--- config.mk ---
export PLATFORM = sky130hd
export DESIGN_NAME = writeback_stage
export DESIGN_NICKNAME = d
export VERILOG_FILES = /design/src/rtl/writeback_stage.sv
export SDC_FILE = /design/constraint.sdc
export NUM_CORES = 1
export LEC_CHECK = 0
export CAP_MARGIN = 20
export CORE_UTILIZATION = 40
export CTS_BUF_LIST = sky130_fd_sc_hd__clkbuf_2
export DETAILED_ROUTE_END_ITERATION = 10
export GPL_TIMING_DRIVEN = 0
export PLACE_DENSITY = 0.81
export RECOVER_POWER = 25
export SYNTH_ARGS = -nofsm -noshare
export SYNTH_HDL_FRONTEND = slang
export SYNTH_SLANG_ARGS = --single-unit
--- constraint.sdc ---
create_clock -name clk -period 3 [get_ports clk]
set_input_delay 0.45 -clock clk [delete_from_list [all_inputs] [get_ports clk]]
set_output_delay 0.45 -clock clk [all_outputs]
set_load 0.02 [all_outputs]
--- src/rtl/writeback_stage.sv ---
// Writeback stage: round-robin arbitration of functional-unit results onto the
// single register-file write port, with a matching scoreboard busy-bit clear.
module writeback_stage #(
    parameter int DATA_WIDTH     = 32,
    parameter int REG_ADDR_WIDTH = 5,
    parameter int NUM_FU         = 4
) (
    input  logic                             clk,
    input  logic                             rst,
    input  logic [NUM_FU-1:0]                fu_valid_i,
    input  logic [NUM_FU*REG_ADDR_WIDTH-1:0] fu_rd_i,
    input  logic [NUM_FU*DATA_WIDTH-1:0]     fu_data_i,
    output logic [NUM_FU-1:0]                fu_ready_o,
    input  logic                             wb_stall_i,
    output logic                             rf_write_en_o,
    output logic [REG_ADDR_WIDTH-1:0]        rf_addr_w_o,
    output logic [DATA_WIDTH-1:0]            rf_data_w_o,
    output logic                             sb_clear_en_o,
    output logic [REG_ADDR_WIDTH-1:0]        sb_clear_addr_o,
    output logic [31:0]                      retire_count_o
);

    localparam int PTR_W = (NUM_FU > 1) ? $clog2(NUM_FU) : 1;

    logic [PTR_W-1:0]          r_rr_ptr;
    logic                      r_wr_en;
    logic [REG_ADDR_WIDTH-1:0] r_addr;
    logic [DATA_WIDTH-1:0]     r_data;
    logic [31:0]               r_retire_count;

    logic                      w_found;
    logic [PTR_W-1:0]          w_gnt_idx;
    logic [PTR_W:0]            w_sum;
    logic [PTR_W-1:0]          w_idx;
    logic [NUM_FU-1:0]         w_grant;
    logic [PTR_W-1:0]          w_next_ptr;
    logic [REG_ADDR_WIDTH-1:0] w_sel_rd;
    logic [DATA_WIDTH-1:0]     w_sel_data;

    // Search from rr_ptr upward, wrapping; the first valid port wins.
    always_comb begin
        w_found   = 1'b0;
        w_gnt_idx = '0;
        w_sum     = '0;
        w_idx     = '0;
        for (int off = 0; off < NUM_FU; off++) begin
            w_sum = {1'b0, r_rr_ptr} + (PTR_W+1)'(off);
            if (w_sum >= (PTR_W+1)'(NUM_FU)) begin
                w_sum = w_sum - (PTR_W+1)'(NUM_FU);
            end
            w_idx = w_sum[PTR_W-1:0];
            if (!w_found && fu_valid_i[w_idx] && !rst && !wb_stall_i) begin
                w_found   = 1'b1;
                w_gnt_idx = w_idx;
            end
        end
    end

    always_comb begin
        w_grant = '0;
        if (w_found) begin
            w_grant[w_gnt_idx] = 1'b1;
        end
    end

    assign fu_ready_o = w_grant;
    assign w_sel_rd   = fu_rd_i[w_gnt_idx*REG_ADDR_WIDTH +: REG_ADDR_WIDTH];
    assign w_sel_data = fu_data_i[w_gnt_idx*DATA_WIDTH +: DATA_WIDTH];
    assign w_next_ptr = (w_gnt_idx == PTR_W'(NUM_FU-1)) ? '0 : w_gnt_idx + 1'b1;

    // x0 fires are retired and counted but never write or clear.
    always_ff @(posedge clk) begin
        if (rst) begin
            r_rr_ptr       <= '0;
            r_wr_en        <= 1'b0;
            r_addr         <= '0;
            r_data         <= '0;
            r_retire_count <= '0;
        end else begin
            r_wr_en <= w_found && (w_sel_rd != '0);
            if (w_found) begin
                r_addr         <= w_sel_rd;
                r_data         <= w_sel_data;
                r_rr_ptr       <= w_next_ptr;
                r_retire_count <= r_retire_count + 32'd1;
            end
        end
    end

    assign rf_write_en_o   = r_wr_en;
    assign rf_addr_w_o     = r_addr;
    assign rf_data_w_o     = r_data;
    assign sb_clear_en_o   = r_wr_en;
    assign sb_clear_addr_o = r_addr;
    assign retire_count_o  = r_retire_count;

endmodule

* Word level (Yosys, flattened, before mapping)
Cells that the tools add are included.
** Cells by class
- Add/subtract/negate cells :: 9
- $mul :: 1
- $lt $le $gt $ge :: 10
- Equality and inequality tests :: 1
- Shift-type cells :: 2
- Muxes and demuxes :: 24
- Reductions and logical operators :: 19
** Operators with widths (count)
- $shiftx A128 B8 Y32 :: 1
- $add A32 B1 Y32 const B :: 1
- $shiftx A20 B6 Y5 :: 1
- $mux W2 :: 9
- $lt A2 B3 Y1 const B :: 5
- $logic_and A1 B1 Y1 :: 13
- $ge A3 B3 Y1 const B :: 3
- $mux W1 :: 9
- $bmux W1 S2 :: 4
- $sub A2 B1 Y2 const B :: 4
- $add A2 B2 Y3 const B :: 2
- $logic_not A1 Y1 :: 5
- $mul A2 B3 Y5 const B :: 1
- $reduce_bool A5 Y1 :: 1
- $mux W4 :: 1
- $add A2 B1 Y3 const B :: 1
- $ge A2 B3 Y1 const B :: 1
- $add A2 B1 Y2 const B :: 1
- $demux W1 S2 :: 1
- $eq A2 B2 Y1 const B :: 1
- $ge A2 B1 Y1 const B :: 1
** Storage, ports and cells
- Register bits after elaboration :: 72
- Logic and storage cells :: 71

* Longest topological paths before layout
- Depth after elaboration :: 27
- Gate-level depth with buffers :: 10
- Gate-level depth less buffers :: 7

* Least setup slack after synthesis
OpenSTA, ideal clock, no wires.
- Path kind :: reg-to-output
- Start :: reg r_rr_ptr[1]
- End :: out fu_ready_o[2]
- Arrival :: 2291 ps
- Setup slack :: 259 ps
- Stages on the path, launching flop included :: 10
- Buffers on the path :: 4
- Cells stage by stage :: dfxtp_1 clkbuf_1 nor2_1 a2111oi_2 and2_1 buf_2 buf_2 buf_2 ha_1 and3_1
** On the way
- Word-level cells in the longest chain between the ends :: 27
- Elaborated cells between the ends (all ways) :: 51
- Classes of those cells :: 7 x add/sub; 6 x order compare; 23 x mux; 15 x reduce/logical
** RTL lines
- from (decl) :: RTL line 25 : logic [PTR_W-1:0] r_rr_ptr;
- from (signal assigned) :: RTL line 84 : r_rr_ptr <= w_next_ptr;
- $ge A2 B3 Y1 or $sub A2 B1 Y2 (tied branches) :: RTL line 48, 49
- $mux W2 :: RTL line 48 : if (w_sum >= (PTR_W+1)'(NUM_FU)) begin
- $bmux W1 S2 :: RTL line 52 : if (!w_found && fu_valid_i[w_idx] && !rst && !wb_stall_i) begin
- $mux W1 (not written as such) :: RTL line 52
- $logic_and A1 B1 Y1 (2 in series) :: RTL line 52
- $mux W1 :: RTL line 52
- $logic_not A1 Y1 :: RTL line 52
- $logic_and A1 B1 Y1 (3 in series) :: RTL line 52
- [6 not listed]
- $logic_not A1 Y1 :: RTL line 52
- $logic_and A1 B1 Y1 (3 in series) :: RTL line 52
- $mux W2 :: RTL line 52
- $lt A2 B3 Y1 (not written as such) or $ge A2 B1 Y1 (tied branches) :: RTL line 62 : w_grant[w_gnt_idx] = 1'b1;
- $logic_and A1 B1 Y1 (not written as such) :: RTL line 62
- $mux W1 (not written as such) :: RTL line 62
- $demux W1 S2 :: RTL line 62
- $mux W4 (*) :: RTL line 61 : if (w_found) begin
- to (decl) :: RTL line 13 : output logic [NUM_FU-1:0] fu_ready_o,
Every way passes the cells marked *; elsewhere a longest branch is shown, timed or not. The select of a mux whose other input is x is not followed.

* Final worst setup path
- Start :: in wb_stall_i
- End :: out fu_ready_o[2]
** On the way
- Word-level cells in the longest chain between the ends :: 23
- Elaborated cells between the ends (all ways) :: 28
- Classes of those cells :: 2 x order compare; 11 x mux; 15 x reduce/logical
** RTL lines
- from (decl) :: RTL line 14 : input logic wb_stall_i,
- $logic_not A1 Y1 (*) :: RTL line 52
- $logic_and A1 B1 Y1 :: RTL line 52
- $mux W1 :: RTL line 52
- $logic_not A1 Y1 :: RTL line 52
- $logic_and A1 B1 Y1 (3 in series) :: RTL line 52
- $mux W1 :: RTL line 52
- $logic_not A1 Y1 :: RTL line 52
- $logic_and A1 B1 Y1 (3 in series) :: RTL line 52
- $mux W1 :: RTL line 52
- $logic_not A1 Y1 :: RTL line 52
- $logic_and A1 B1 Y1 (3 in series) :: RTL line 52
- $mux W2 :: RTL line 52
- $lt A2 B3 Y1 (not written as such) or $ge A2 B1 Y1 (tied branches) :: RTL line 62
- $logic_and A1 B1 Y1 (not written as such) :: RTL line 62
- $mux W1 (not written as such) :: RTL line 62
- $demux W1 S2 :: RTL line 62
- $mux W4 (*) :: RTL line 61
Every way passes the cells marked *; elsewhere a longest branch is shown, timed or not.

==> results.cfg <==
[synthesis]
ys_types = 40
synth_area_leaders = dfxtp_1 35%, nand2_1 13%, nand3_1 5.8%
yosysSeqAreaShare_pct = 34.8
synth_nets = 704
synth_edf_count = 0
avgSynthCellArea_sq_um = 7.61
ys_seq_elements = 72
netlist_area_sq_mm = 0.00414
yosysTopAreaCellShare_pct = 34.8
synthFlopType = dfxtp_1
netlist_instances = 544
async_reset_ff_share_pct = 0
yosys.area.top_type = dfxtp_1
ys_warn_count = 0

[global_routing]
grt_pass1_vias = 4830
antenna_found_initial = 0
gr-total-overflow = 0
grt_max_degree = 24
grt_usage_pct = 28.0
grt_pass1_wl_um = 24100

[sta]
worstMarginPinSlew_ps = 666
fmax_ghz = 0.346
period_share_pct = 96.3
setup_viol = 0
slew_headroom_pct = 55.2
drv_slew = 0
clock_skew_ps = 39.2
period_needed_ps = 2890
worst_slack_ps = 110
hold_viol_final = 0

[setup_path]
path_max_fanout = 11
crit_path_end_kind = output pin
rrSetupSlack_ps = 370
crit_path_end = fu_ready_o[2]
critPathLaunchType = input port
reg2reg_depth = 11
cp-startpoint = wb_stall_i
r2r-start = r_rr_ptr[0]$_SDFFE_PP0P_
r2r_end = rf_data_w_o[27]$_SDFFE_PP0P_
cp.required_ps = 2550
worstPathArrival_ps = 2440
worstSetupPathType = input port to output pin

[power_and_ir_drop]
ir_worst_vdd_mv = 0.203
leakagePower_nw = 2.65
power_density_mw_per_mm2 = 308

[finish]
seq_area_sq_mm = 0.00145
syn_to_final_growth_pct = 66.5
post-route-util_pct = 69.5
drive_gt1_share_pct = 7.96
layout.nets = 959
antenna_cells = 0
fillers = 830
multi_input_area_sq_mm = 0.00250
fin_area_sq_mm = 0.00689

[detailed_routing]
first_pass_iters = 4
drt_iter0_drc = 199
vias_per_cell = 5.26
drc = 0
totalWireLength_um = 15500
wire_per_inst_um = 16.5
antenna_left = 0
vias = 4933

[hold_path]
hold_path.class = flop to flop

[placement]
gp_congestion = 0.928
placed_area_sq_mm = 0.00665
numPortBuffers = 234
dp_slack_ps = -1370
dp_hpwl_um = 12000

[clocking]
clkSinkCount = 72
cts_tree = yes
ctsHtreeMaxLevel = 3
clk_pin_slew_ps = 180
cts_hold_buf = 0
root_buffer = clkbuf_2
cts_made_buffers = 9
clk_latency_ps = 520
clockBufferDepth = 2

[flow_run]
maxCapViolations = 0

[die]
io_pins = 235
fp-row-count = 36
die_w_um = 104
die_h_um = 104
die_area_sq_mm = 0.0108
start_util_pct = 41.8
core-area_sq_mm = 0.00991

[outcome]
status = completed
[cell usage after synthesis (all sizes together) (9+ instances only)]
| library cell | n |
|---|---|
| a21boi | 16 |
| nor3b | 17 |
| xor2 | 20 |
| nand3 | 48 |
| nor2 | 37 |
| and3 | 9 |
| buf | 18 |
| a311o | 15 |
| dfxtp | 72 |
| clkbuf | 29 |
| a31o | 17 |
| nand2 | 141 |
| a211oi | 16 |
| a21oi | 29 |
[cells in the final DEF (no fill, tap or decap), drive strengths merged, types with 5 or more instances in the layout]
master,synthesis,layout
a211oi,16,16
nor3b,17,17
and3,9,9
dfxtp,72,72
nand4,5,5
buf,18,35
clkinv,0,5
a21boi,16,16
nand2,141,141
a31o,17,17
a21oi,29,29
xnor2,7,7
xor2,20,20
nor2,37,37
dlygate4sd3,0,35
nand3,48,48
clkbuf,29,35
ha,5,5
clkdlybuf4s50,0,192
a311o,15,15
[registers in the layout, indices dropped and copies added, names as in the netlist]
signal,flops
r_rr_ptr,2
retire_count_o,32
rf_addr_w_o,5
rf_data_w_o,32
rf_write_en_o,1
[what timing repair did]
item / in CTS / in global routing
setup buffers: 7 / 7
pin swaps: 3 / 2
endpoints found under the setup margin: 6 / 5
gates resized for setup: 39 / 9
[worst min path at each step]
| stage | start | to | cells after the start |
|---|---|---|---|
| 6_report | rf_data_w_o[7]$_SDFFE_PP0P_ | rf_data_w_o[7]$_SDFFE_PP0P_ | 2 |
| 5_1_grt | fu_valid_i[2] | r_rr_ptr[0]$_SDFFE_PP0P_ | 4 |
| 4_1_cts | fu_valid_i[2] | r_rr_ptr[0]$_SDFFE_PP0P_ | 4 |
| 3_5_place_dp | rf_data_w_o[7]$_SDFFE_PP0P_ | rf_data_w_o[7]$_SDFFE_PP0P_ | 2 |
| 3_3_place_gp | rf_data_w_o[0]$_SDFFE_PP0P_ | rf_data_w_o[0]$_SDFFE_PP0P_ | 2 |
| 2_1_floorplan | r_rr_ptr[0]$_SDFFE_PP0P_ | r_rr_ptr[0]$_SDFFE_PP0P_ | 2 |
[per-layer routing]
metal	wire [um]	track usage (%)	vias up
li1	-	-	2413
met5	0	0	-
met2	7430	49.5	209
met1	6400	31.9	2273
met4	561	12.0	0
met3	1090	7.17	38
[area by class of cell]
class	count	share of cell area (%)
Buffer	43	3.31
Clock buffer	9	0.654
Clock inverter	7	0.690
Inverter	3	0.309
Multi-Input combinational cell	422	36.3
Sequential cell	72	21.0
Tap cell	133	2.42
Timing Repair Buffer	248	35.3
[through the flow]
step / hold WS (ps) / total power, mW / cells / TNS, ps
global placement: 440 / 1.64 / 911 / -15670
floorplan: 509 / 1.30 / 544 / 0
CTS: 466 / 2.14 / 930 / 0
detailed placement: 449 / 1.65 / 911 / -17270
global route: 471 / 2.23 / 937 / -7.86
finish: 462 / 2.12 / 937 / 0
[cells by family after synthesis]
group	count (synthesis)	synth area share, %
AOI/OAI and AO/OA	106	19.5
DFF	72	34.8
xor gates and xnor gates	27	5.72
adders and majority gates	5	1.51
muxes	5	2.42
buffers and inverters	50	5.35
and+or+nand+nor	279	30.7
[critical path, cell delays in order]
cell	delay, ps
clkdlybuf4s50_1	560
a2111oi_4	400
and2_1	200
buf_6	110
buf_8	130
buf_6	160
ha_1	140
and3_1	140
buf_4	140
[report_power, final]
group          total [mW]  switching (mW)  internal (mW)
registers            1.02          0.0225          0.997
logic               0.623           0.273          0.351
clock network       0.477           0.368          0.109
total                2.12           0.663           1.46
Note: power is estimated with default switching activity, not from simulation.
